$ cat config.mk
export PLATFORM = sky130hd
export DESIGN_NAME = pll_lock_sequencer
export DESIGN_NICKNAME = d
export VERILOG_FILES = /design/src/rtl/pll_lock_sequencer.sv
export SDC_FILE = /design/constraint.sdc
export NUM_CORES = 1
export LEC_CHECK = 0
export ABC_AREA = 1
export BUFFER_PORTS_ARGS = -buffer_cell sky130_fd_sc_hd__clkbuf_2
export CAP_MARGIN = 25
export CORE_MARGIN = 3
export CORE_UTILIZATION = 55
export CTS_CLUSTER_DIAMETER = 150
export DETAILED_ROUTE_END_ITERATION = 10
export PLACE_DENSITY = 0.79
export SYNTH_ARGS = -nofsm -noshare
export SYNTH_HDL_FRONTEND = slang
export SYNTH_SLANG_ARGS = --single-unit
$ cat constraint.sdc
create_clock -name clk -period 3.51 [get_ports clk]
set_input_delay 0.351 -clock clk [delete_from_list [all_inputs] [get_ports clk]]
set_output_delay 0.351 -clock clk [all_outputs]
set_load 0.05 [all_outputs]
$ cat src/rtl/pll_lock_sequencer.sv
// Purpose : turns the free-running PLL clock plus its async lock flag into a clean
//           synchronous system reset and phase-aligned 1/2, 1/4, 1/8 clock enables.
// Latency : release SYNC_STAGES+1+FILTER_CYCLES+RST_HOLD edges after lock rises;
//           reset re-asserts SYNC_STAGES+1 edges after lock falls.
// Backpressure: none; free-running, no handshake.
//
// Ports:
//   clk         PLL output clock, all logic on the rising edge
//   rst         synchronous active-high reset, highest priority
//   pll_locked  raw PLL lock flag, asynchronous to clk
//   sys_rst     synchronous active-high system reset (high unless in RUN)
//   ce_28m      enable every 2nd clk (HOLD/RUN only)
//   ce_14m      enable every 4th clk (HOLD/RUN only)
//   ce_7m       enable every 8th clk (HOLD/RUN only)
//   running     high while in RUN
//   lock_drops  saturating count of lock losses seen while in RUN
module pll_lock_sequencer #(
  parameter int SYNC_STAGES   = 2,
  parameter int FILTER_CYCLES = 16,
  parameter int RST_HOLD      = 1024
) (
  input  logic       clk,
  input  logic       rst,
  input  logic       pll_locked,
  output logic       sys_rst,
  output logic       ce_28m,
  output logic       ce_14m,
  output logic       ce_7m,
  output logic       running,
  output logic [7:0] lock_drops
);

  localparam int MAX_CNT = (FILTER_CYCLES > RST_HOLD) ? FILTER_CYCLES : RST_HOLD;
  localparam int CW      = $clog2(MAX_CNT) + 1;

  localparam logic [CW-1:0] FILTER_LAST = CW'(FILTER_CYCLES - 1);
  localparam logic [CW-1:0] HOLD_LAST   = CW'(RST_HOLD - 1);

  typedef enum logic [1:0] {
    ST_WAIT   = 2'd0,
    ST_FILTER = 2'd1,
    ST_HOLD   = 2'd2,
    ST_RUN    = 2'd3
  } state_t;

  logic [SYNC_STAGES-1:0] r_sync;
  state_t                 r_state;
  logic [CW-1:0]          r_cnt;
  logic [2:0]             r_div;
  logic [7:0]             r_drops;

  state_t                 w_state_nxt;
  logic [CW-1:0]          w_cnt_nxt;
  logic [2:0]             w_div_nxt;
  logic [7:0]             w_drops_nxt;
  logic                   w_lk_s;
  logic                   w_ce_ok;

  // Last flop of the synchronizer chain is the only view of the lock flag.
  assign w_lk_s = r_sync[SYNC_STAGES-1];

  always_ff @(posedge clk) begin
    if (rst) begin
      r_sync  <= '0;
      r_state <= ST_WAIT;
      r_cnt   <= '0;
      r_div   <= '0;
      r_drops <= '0;
    end else begin
      r_sync  <= {r_sync[SYNC_STAGES-2:0], pll_locked};
      r_state <= w_state_nxt;
      r_cnt   <= w_cnt_nxt;
      r_div   <= w_div_nxt;
      r_drops <= w_drops_nxt;
    end
  end

  always_comb begin
    w_state_nxt = r_state;
    w_cnt_nxt   = r_cnt;
    w_div_nxt   = r_div;
    w_drops_nxt = r_drops;
    case (r_state)
      ST_WAIT: begin
        if (w_lk_s) begin
          w_state_nxt = ST_FILTER;
          w_cnt_nxt   = '0;
        end
      end
      ST_FILTER: begin
        if (!w_lk_s) begin
          w_state_nxt = ST_WAIT;
        end else if (r_cnt == FILTER_LAST) begin
          // Divider restarts here so it wraps to 0 exactly on the first RUN
          // cycle (RST_HOLD is a multiple of 8), keeping enable phase fixed.
          w_state_nxt = ST_HOLD;
          w_cnt_nxt   = '0;
          w_div_nxt   = '0;
        end else begin
          w_cnt_nxt = r_cnt + 1'b1;
        end
      end
      ST_HOLD: begin
        if (!w_lk_s) begin
          w_state_nxt = ST_WAIT;
        end else begin
          w_cnt_nxt = r_cnt + 1'b1;
          w_div_nxt = r_div + 1'b1;
          if (r_cnt == HOLD_LAST) begin
            w_state_nxt = ST_RUN;
          end
        end
      end
      ST_RUN: begin
        w_div_nxt = r_div + 1'b1;
        if (!w_lk_s) begin
          w_state_nxt = ST_WAIT;
          if (r_drops != 8'hFF) begin
            w_drops_nxt = r_drops + 1'b1;
          end
        end
      end
      default: begin
        w_state_nxt = ST_WAIT;
      end
    endcase
  end

  // Enables are decoded straight from registered state/divider: no extra delay.
  assign w_ce_ok    = (r_state == ST_HOLD) || (r_state == ST_RUN);
  assign ce_28m     = w_ce_ok && r_div[0];
  assign ce_14m     = w_ce_ok && (r_div[1:0] == 2'b11);
  assign ce_7m      = w_ce_ok && (r_div == 3'b111);
  assign sys_rst    = (r_state != ST_RUN);
  assign running    = (r_state == ST_RUN);
  assign lock_drops = r_drops;

endmodule

==> summary.md, run 1 <==
| Metric | Value |
|---|---|
| Core area | 2590 sq um |
| CP Cell Sequence | inv_1 -> ha_1 -> nor2_1 -> nor2_1 -> clkbuf_2 |
| Layout cell share with drive strength beyond 1 | 13.52% |
| CTS resizes | 0 |
| CTS tree | built |
| Origin of the worst setup path | r_state[0] |
| # hold bufs at CTS | 0 |
| Synthesized cell area | 1559 sq um |
| Via density | 5.073 |
| Final hold vios | 0 |
| Pin count of the biggest net entering global routing | 15 |
| CTS sink count | 26 |
| Unrepaired setup endpoints after global routing | no |
| Final Cell Area | 1688 sq um |
| Startpoint class of the critical path | flip-flop |
| Die height | 59.24 um |
| Max-Cap Viols | 0 |
| Area leader, netlist | dfxtp_1 |
| Async SR Flop Fraction | 0% |
| Clk_lat worst skew | 0.32 ns |
| IO Port Bufs | 15 |
| Die area | 3509 sq um |
| Max Clock Freq | 0.4699 GHz |
| Total CTS buffers | 3 |
| Max incr delay on CP | 0.41 ns |
| CP Capture Type | output port |
| Root Driver | clkbuf_4 |
| Final setup violation count | 0 |
| Pre-CTS WS | 1.738 ns |
| Row cnt | 18 |
| Worst hold path class | in -> reg |
| Hold Crit Start | pll_locked |
| DRT Pass-1 Iters | 4 |
| Worst Skew | 0.008720 ns |
| Tcrit/Tclk final | 60.63% |
| Power per cell area | 542.3 nW/um^2 |
| Placed cell areas | 1652 sq um |
| Final setup TNS | 0 ns |
| Ranking of synthesized cells by area | dfxtp_1, nand2_1, nor2_1 |
| Antenna Diode Count | 0 |
| WL per Instance | 10.93 um |
| Crit path max-delay cell type | dfxtp_1 |
| Setup CP Type | reg -> out |
| CP dominant cell by count | nor2_1 |
| Most frequent cells in the layout | nand2_1, nor2_1, inv_1, dfxtp_1, nand3_1 |
| H-tree Lvls | 1 |
| Reg2reg setup slack | 1.73 ns |
| Placer Congestion | 0.8072 |
| Most common cell after layout, fill and taps aside | nand2_1 |
| Count of state elements after synthesis | 26 |
| Status | finished clean |
| Slew margin rel. | 76.35% |
| Starting Density | 60.19% |
| Layout fillers | 241 |
| DR vias | 1390 |
| Clk slew on worst S/H paths | 0.14 ns |
| Max Transition Viols Final | 0 |
| Final worst path period need | 2.128 ns |
| Post-layout util | 65.17% |
| Reg2reg start | r_state[0] |
| Initial antenna violation count | 0 |
| Synth Flop Type | dfxtp_1 |
| Synth cell types | 27 |
| Worst vdd ir | 0.0005999 V |
| Total Wirelength | 2996 um |
| Sequential share of the synthesized area | 33.39% |
| Nets | 257 |
| Leakage power | 0.7042 nW |
| DRT iter0 DRCs | 87 |
| HPWL Detailed | 2256 um |
| Area Overhead vs Synth | 8.267% |
| Worst Max-Slew Pin Slew | 0.3535 ns |
| Net count after synthesis | 240 |
| CTS max path bufs | 2 |
| Arrival time at the worst endpoint | 1.78 ns |
| Yosys warns | 0 |
| Number of nets with antenna violations after routing | 0 |
| Die W | 59.24 um |
| EDFF count, synth | 0 |
| # IOs | 16 |
| Min Hold Slack | 0.1939 ns |
| Crit path max fanout | 8 |
| Power after layout | 0.9153 mW |
| Non-Filler Instances | 274 |
| Post-synth top area share | 33.39% |
| Global route total overflow | 0 |
| Post-CTS Setup Inserts | 0 |
| Fin worst setup slack | 1.382 ns |
| Syn avg cell area | 6.838 sq um |
| Gate Count Post-Synth | 228 |
| Dpl cells | 270 |
| First-pass GRT wire length | 4968 um |
| Number of global-route vias before repair | 1177 |
| DRC Markers | 0 |
| Worst path required time | 3.16 ns |
| GRT Overall Usage | 18.41% |
==> path summary, 6_finish.rpt <==
check / endpoint / cells after the start
setup / recovery: ce_14m / 5
hold / removal: r_sync[0] / 3
hold reg to reg: r_sync[1] / 2
setup reg to reg: r_cnt[2] / 9
==> per-layer routing <==
metal / routed length, um / track usage [%] / up-vias
li1: - / - / 758
met1: 1465 / 23.07 / 604
met2: 1380 / 30.27 / 28
met3: 150 / 5.664 / 0
met4: 0 / 5.178 / 0
met5: 0 / 0 / -
==> synth_stat cells (3+ instances only) <==
master / count
nor2_1: 37
nand2_1: 53
inv_1: 26
o21ai_0: 3
nand3_1: 20
inv_2: 4
dfxtp_1: 26
xor2_1: 8
ha_1: 9
nand4_1: 7
a21oi_1: 14
==> registers in the layout (all words and copies together), names as in the netlist <==
| signal | cells |
|---|---|
| r_sync | 2 |
| lock_drops | 8 |
| r_cnt | 11 |
| r_div | 3 |
| r_state | 2 |
==> logic make-up after synthesis <==
group                      count (synthesis)  synth area share, %
AOI/OAI and AO/OA                         21                7.063
xor gates and xnor gates                   9                5.056
adders and majority gates                  9                7.223
buffers and inverters                     34                8.908
DFF                                       26                33.39
and+or+nand+nor                          129                38.36
==> worst max-delay path: cells and delay by family, from the launching register on <==
family | cells | cell delay [ns]
AND/OR/NAND/NOR | 2 | 0.42
adder cells (fa/ha/maj) | 1 | 0.30
flip-flops | 1 | 0.41
buffers and inverters | 2 | 0.33
==> area by class of cell <==
type                       count  area (sq um)  share of cell area, %
clock buffer                   4         36.28                  2.150
multi-input combinational    168         899.6                  53.30
tap                           30         37.54                  2.224
sequential                    26         520.5                  30.84
timing repair buffer          15         75.07                  4.448
inverter                      31         118.9                  7.042
==> where the power goes <==
group	leakage, nW	internal [mW]	switching [mW]
Sequential	0.210	0.319	0.0220
Clock	0.0210	0.0634	0.0883
Combinational	0.473	0.128	0.295
Total	0.704	0.510	0.405
Power figures use the tool's default switching activity.
==> run 2, diff against run 1 <==
- clock period: 3.51 -> 2 ns (I/O delays scaled with it)
==> summary.md, run 2 (synthesis gave the netlist of run 1 again) <==
| Metric | Value |
|---|---|
| Status | finished clean |
| CTS sink count | 26 (unchanged) |
| Post-CTS Setup Inserts | 0 (unchanged) |
| CTS max path bufs | 2 (unchanged) |
| IO Port Bufs | 15 (unchanged) |
| Max-Cap Viols | 0 (unchanged) |
| Max reg flops | 11 (unchanged) |
| Crit path max-delay cell type | dfxtp_1 |
| CP Cell Sequence | inv_1 -> ha_1 -> or2_4 -> nand2_8 -> nand2_8 -> inv_4 -> nand2_1 -> nand2_1 -> nor2_1 |
| Max incr delay on CP | 0.41 ns (about the same) |
| Non-Filler Instances | 273 (-0.36%) |
| Die W | 59.24 um (unchanged) |
| Final worst path period need | 1.835 ns |
| Startpoint class of the critical path | flip-flop |
| Nets | 257 (unchanged) |
| Min Hold Slack | 0.05811 ns (-0.1358 ns) |
| Initial antenna violation count | 0 (unchanged) |
| Psw | 0.7193 mW (+78%) |
| Clk_lat worst skew | 0.31 ns (about the same) |
| Root Driver | clkbuf_4 |
| Max Transition Viols Final | 0 (unchanged) |
| Final Cell Area | 1682 sq um (-0.37%) |
| Core area | 2590 sq um (unchanged) |
| Max Clock Freq | 0.5449 GHz |
| CP Capture Type | flip-flop |
| Worst vdd ir | 0.001132 V (+89%) |
| Top reg by flops | r_cnt |
| Worst hold path class | in -> reg |
| Register area | 520.5 sq um (unchanged) |
| Arrival time at the worst endpoint | 2.05 ns (+0.27 ns) |
| Total internal power | 0.8622 mW (+69%) |
| Pin count of the biggest net entering global routing | 15 (unchanged) |
| Placer Congestion | 0.8424 (+4.4%) |
| H-tree Lvls | 1 (unchanged) |
| Seq pwr share | 37.9% (+0.6 points) |
| Final setup TNS | 0 ns (unchanged) |
| Antenna Diode Count | 0 (unchanged) |
| Row cnt | 18 (unchanged) |
| Starting Density | 60.19% (unchanged) |
| Crit path max fanout | 9 (+1) |
| DRT iter0 DRCs | 44 (-49%) |
| # IOs | 16 (unchanged) |
| Worst Max-Slew Pin Slew | 0.3148 ns (-0.03863 ns) |
| Slew margin rel. | 78.85% (+2.5 points) |
| Hold Path Cell Cnt | 3 (unchanged) |
| Clock share of power | 13.5% (-3.1 points) |
| Placed cell areas | 1652 sq um (unchanged) |
| Die area | 3509 sq um (unchanged) |
| Power per cell area | 940.5 nW/um^2 (+73%) |
| Multi-input logic area | 907.1 sq um (+0.83%) |
| Most common cell after layout, fill and taps aside | nand2_1 |
| Logic pwr share | 48.5% (+2.3 points) |
| Total CTS buffers | 3 (unchanged) |
| Power after layout | 1.582 mW (+73%) |
| GRT Overall Usage | 19.58% (+1.2 points) |
| Final setup violation count | 0 (unchanged) |
| Layout fillers | 219 (-9.1%) |
| Via density | 5.201 (+2.5%) |
| HPWL Detailed | 2312 um (+2.5%) |
| DRT Pass-1 Iters | 4 (unchanged) |
| Worst path required time | 2.22 ns (-0.94 ns) |
| Final hold vios | 0 (unchanged) |
| Number of global-route vias before repair | 1223 (+3.9%) |
| Reg2reg path depth | 9 (unchanged) |
| Tcrit/Tclk final | 91.75% |
| Die height | 59.24 um (unchanged) |
| First-pass GRT wire length | 5271 um (+6.1%) |
| WL per Instance | 11.12 um (+1.7%) |
| Area Overhead vs Synth | 7.865% |
| Global route total overflow | 0 (unchanged) |
| # hold bufs at CTS | 0 (unchanged) |
| Clk slew on worst S/H paths | 0.13 ns (about the same) |
| Unrepaired setup endpoints after global routing | no |
| Worst Skew | 0.005959 ns (-0.002762 ns) |
| Sw frac | 45.48% (+1.2 points) |
| Most frequent cells in the layout | nand2_1, nor2_1, inv_1, dfxtp_1, nand3_1 |
| Number of nets with antenna violations after routing | 0 (unchanged) |
| CTS tree | built |
| Dpl cells | 270 (unchanged) |
| Total Wirelength | 3036 um (+1.3%) |
| DR vias | 1420 (+2.2%) |
| Setup CP Type | reg -> reg |
| Leakage power | 0.6998 nW (-0.63%) |
| DRC Markers | 0 (unchanged) |
| Layout cell share with drive strength beyond 1 | 13.58% (+0.056 points) |
## run 2: metrics by stage
step / setup WS, ns / util [%]
global placement: 0.3126 / 63.77
global route: 0.02564 / 64.93
CTS: 0.08967 / 64.73
finish: 0.1649 / 64.93
floorplan: 0.01162 / -
detailed placement: 0.2181 / 63.77
## run 2: final timing paths
| kind | startpoint | endpoint | slack (ns) |
|---|---|---|---|
| max reg2reg | r_state[0] | r_cnt[4] | 0.16 |
| min reg2reg | r_sync[0] | r_sync[1] | 0.41 |
| max | r_state[0] | r_cnt[4] | 0.16 |
| min | pll_locked | r_sync[0] | 0.06 |
## run 2: area by class of cell
| class | count | area share, % |
|---|---|---|
| Clock buffer | 3 | 1.339 |
| Tap cell | 30 | 2.232 |
| Sequential cell | 26 | 30.95 |
| Inverter | 31 | 7.068 |
| Timing Repair Buffer | 15 | 4.464 |
| Multi-Input combinational cell | 168 | 53.94 |
## run 2: layer usage
layer  vias to the layer above  routed length [um]  track usage, %
li1                        754                   -               -
met1                       627                1440           25.87
met2                        37                1397           31.67
met3                         2                 170           4.575
met4                         0                  28           5.502
met5                         -                   0               0
## run 2: power groups by stage
stage	clock [mW]	combinational [mW]	sequential (mW)
2_1_floorplan	0	0.617	0.624
3_3_place_gp	0	0.732	0.610
3_5_place_dp	0	0.751	0.612
4_1_cts	0.227	0.757	0.600
5_1_grt	0.244	0.859	0.607
6_report	0.214	0.768	0.599
## run 2: critical path: cells and delay by family (launching register included)
| family | cells | cell delay, ns |
|---|---|---|
| buffers and inverters | 2 | 0.20 |
| AND/OR/NAND/NOR | 6 | 0.81 |
| adder cells (fa/ha/maj) | 1 | 0.32 |
| flip-flops | 1 | 0.41 |
## run 2: what timing repair did
item	CTS	global route
gates resized for setup	1	1
cloned	0	0
pin swaps	0	0
endpoints found under the setup margin	1	3
==> run 3, diff against run 2 <==
- PLACE_DENSITY: 0.79 -> 0.81
- clock period: 2 -> 2.21 ns (I/O delays scaled with it)
==> summary.md, run 3 (synthesis gave the netlist of run 1 again) <==
| Metric | Value |
|---|---|
| Status | finished clean |
| Origin of the worst setup path | r_state[0] |
| HPWL Detailed | 2328 um (+0.71%) |
| Leakage power | 0.7042 nW (+0.63%) |
| Most common cell after layout, fill and taps aside | nand2_1 |
| Die W | 59.24 um (unchanged) |
| Slew margin rel. | 74.49% (-4.4 points) |
| Starting Density | 60.19% (unchanged) |
| DRT iter0 DRCs | 98 (+120%) |
| Dpl cells | 270 (unchanged) |
| Pin count of the biggest net entering global routing | 15 (unchanged) |
| Clk_lat worst skew | 0.32 ns (about the same) |
| CTS tree | built |
| DR vias | 1413 (-0.49%) |
| Final setup violation count | 0 (unchanged) |
| Crit path max-delay cell type | dfxtp_1 |
| First-pass GRT wire length | 5340 um (+1.3%) |
| CTS resizes | 0 (-1) |
| Worst Max-Slew Pin Slew | 0.3797 ns (+0.06484 ns) |
| Initial antenna violation count | 0 (unchanged) |
| Nets | 257 (unchanged) |
| Global route total overflow | 0 (unchanged) |
| Placer Congestion | 0.8425 (about the same) |
| Tcrit/Tclk final | 91.32% |
| DRT Pass-1 Iters | 4 (unchanged) |
| Die height | 59.24 um (unchanged) |
| Post-CTS Setup Inserts | 0 (unchanged) |
| CP Capture Type | output port |
| Worst path required time | 1.99 ns (-0.23 ns) |
| Startpoint class of the critical path | flip-flop |
| Total CTS buffers | 3 (unchanged) |
| Final hold vios | 0 (unchanged) |
| WL per Instance | 11.08 um (-0.40%) |
| Die area | 3509 sq um (unchanged) |
| Crit path max fanout | 8 (-1) |
| Worst vdd ir | 0.001162 V (+2.6%) |
| Setup crit end | ce_28m |
| CTS max path bufs | 2 (unchanged) |
| Core area | 2590 sq um (unchanged) |
| Antenna Diode Count | 0 (unchanged) |
| Power per cell area | 868.3 nW/um^2 (-7.7%) |
| Top reg by flops | r_cnt |
| # hold bufs at CTS | 0 (unchanged) |
| IO Port Bufs | 15 (unchanged) |
| Post-layout util | 65.17% (+0.24 points) |
| DRC Markers | 0 (unchanged) |
| Fin worst setup slack | 0.1918 ns (+0.02690 ns) |
| Arrival time at the worst endpoint | 1.80 ns (-0.25 ns) |
| Pre-CTS WS | 0.4423 ns (+0.2242 ns) |
| Max-Cap Viols | 0 (unchanged) |
| Via density | 5.157 (-0.86%) |
| GRT Overall Usage | 19.35% (-0.23 points) |
| Setup CP Type | reg -> out |
| Most frequent cells in the layout | nand2_1, nor2_1, inv_1, dfxtp_1, nand3_1 |
| Power after layout | 1.466 mW (-7.3%) |
| Max reg flops | 11 (unchanged) |
| CP dominant cell by count | nor2_1 |
| Critical R2R Capture | r_cnt[2] |
| CTS sink count | 26 (unchanged) |
| Non-Filler Instances | 274 (+0.37%) |
| Row cnt | 18 (unchanged) |
| Number of nets with antenna violations after routing | 0 (unchanged) |
| Final setup TNS | 0 ns (unchanged) |
| Root Driver | clkbuf_4 |
| Max Transition Viols Final | 0 (unchanged) |
| Clk slew on worst S/H paths | 0.14 ns (about the same) |
| Hold Crit Start | pll_locked |
| Reg2reg path depth | 9 (unchanged) |
| H-tree Lvls | 1 (unchanged) |
| Reg2reg start | r_state[0] |
| # IOs | 16 (unchanged) |
| Max incr delay on CP | 0.41 ns (about the same) |
| Area Overhead vs Synth | 8.267% |
| Layout cell share with drive strength beyond 1 | 13.52% (-0.056 points) |
| Unrepaired setup endpoints after global routing | no |
| Total Wirelength | 3035 um (about the same) |
| CP Cell Sequence | inv_1 -> ha_1 -> nor2_1 -> nor2_1 -> clkbuf_2 |
| Max Clock Freq | 0.4955 GHz |
| Number of global-route vias before repair | 1250 (+2.2%) |
| Final worst path period need | 2.018 ns |
| Reg2reg setup slack | 0.42 ns (+0.26 ns) |
| Worst Skew | 0.006680 ns (+0.0007209 ns) |
| Worst hold path class | in -> reg |
-- run 3: routing by layer --
layer / vias to the layer above / share of wire, % / GRT usage, %
li1: 754 / - / -
met1: 626 / 48 / 25.73
met2: 29 / 47 / 31.36
met3: 4 / 4.2 / 3.922
met4: 0 / 0.82 / 5.825
met5: - / 0 / 0
-- run 3: stage by stage --
step                cell area (sq um)  hold slack [ns]
global placement                 1652           0.4015
global route                     1688          0.05527
detailed placement               1652           0.4080
CTS                              1688          0.05641
floorplan                        1559           0.2901
finish                           1688          0.06377
-- run 3: worst max-delay path: cells and delay by family, from the launching register on --
kind | cells | cell delay, ns
and+or+nand+nor | 2 | 0.42
DFF | 1 | 0.41
adders and majority gates | 1 | 0.30
buffers and inverters | 2 | 0.34
-- run 3: cell type report --
cell class,instances,area (sq um)
repair buffers,15,75.07
well taps,30,37.54
flip-flops and latches,26,520.5
multi-input cells,168,899.6
fillers,237,902.1
inverters,31,118.9
clock buffers,4,36.28
-- run 3: how the worst min path moves through the flow --
stage	slack (ns)	cells after the start	end
after floorplan	0.29	1	r_cnt[7]
after global placement	0.40	2	r_sync[1]
after detailed placement	0.41	2	r_sync[1]
after CTS	0.06	3	r_sync[0]
after global routing	0.06	3	r_sync[0]
final	0.06	3	r_sync[0]
-- run 3: power by group --
group | total (mW) | leakage (nW) | switching, mW | internal [mW]
clock | 0.243 | 0.0210 | 0.142 | 0.101
combinational | 0.679 | 0.473 | 0.475 | 0.204
sequential | 0.544 | 0.210 | 0.0370 | 0.507
total | 1.47 | 0.704 | 0.654 | 0.812
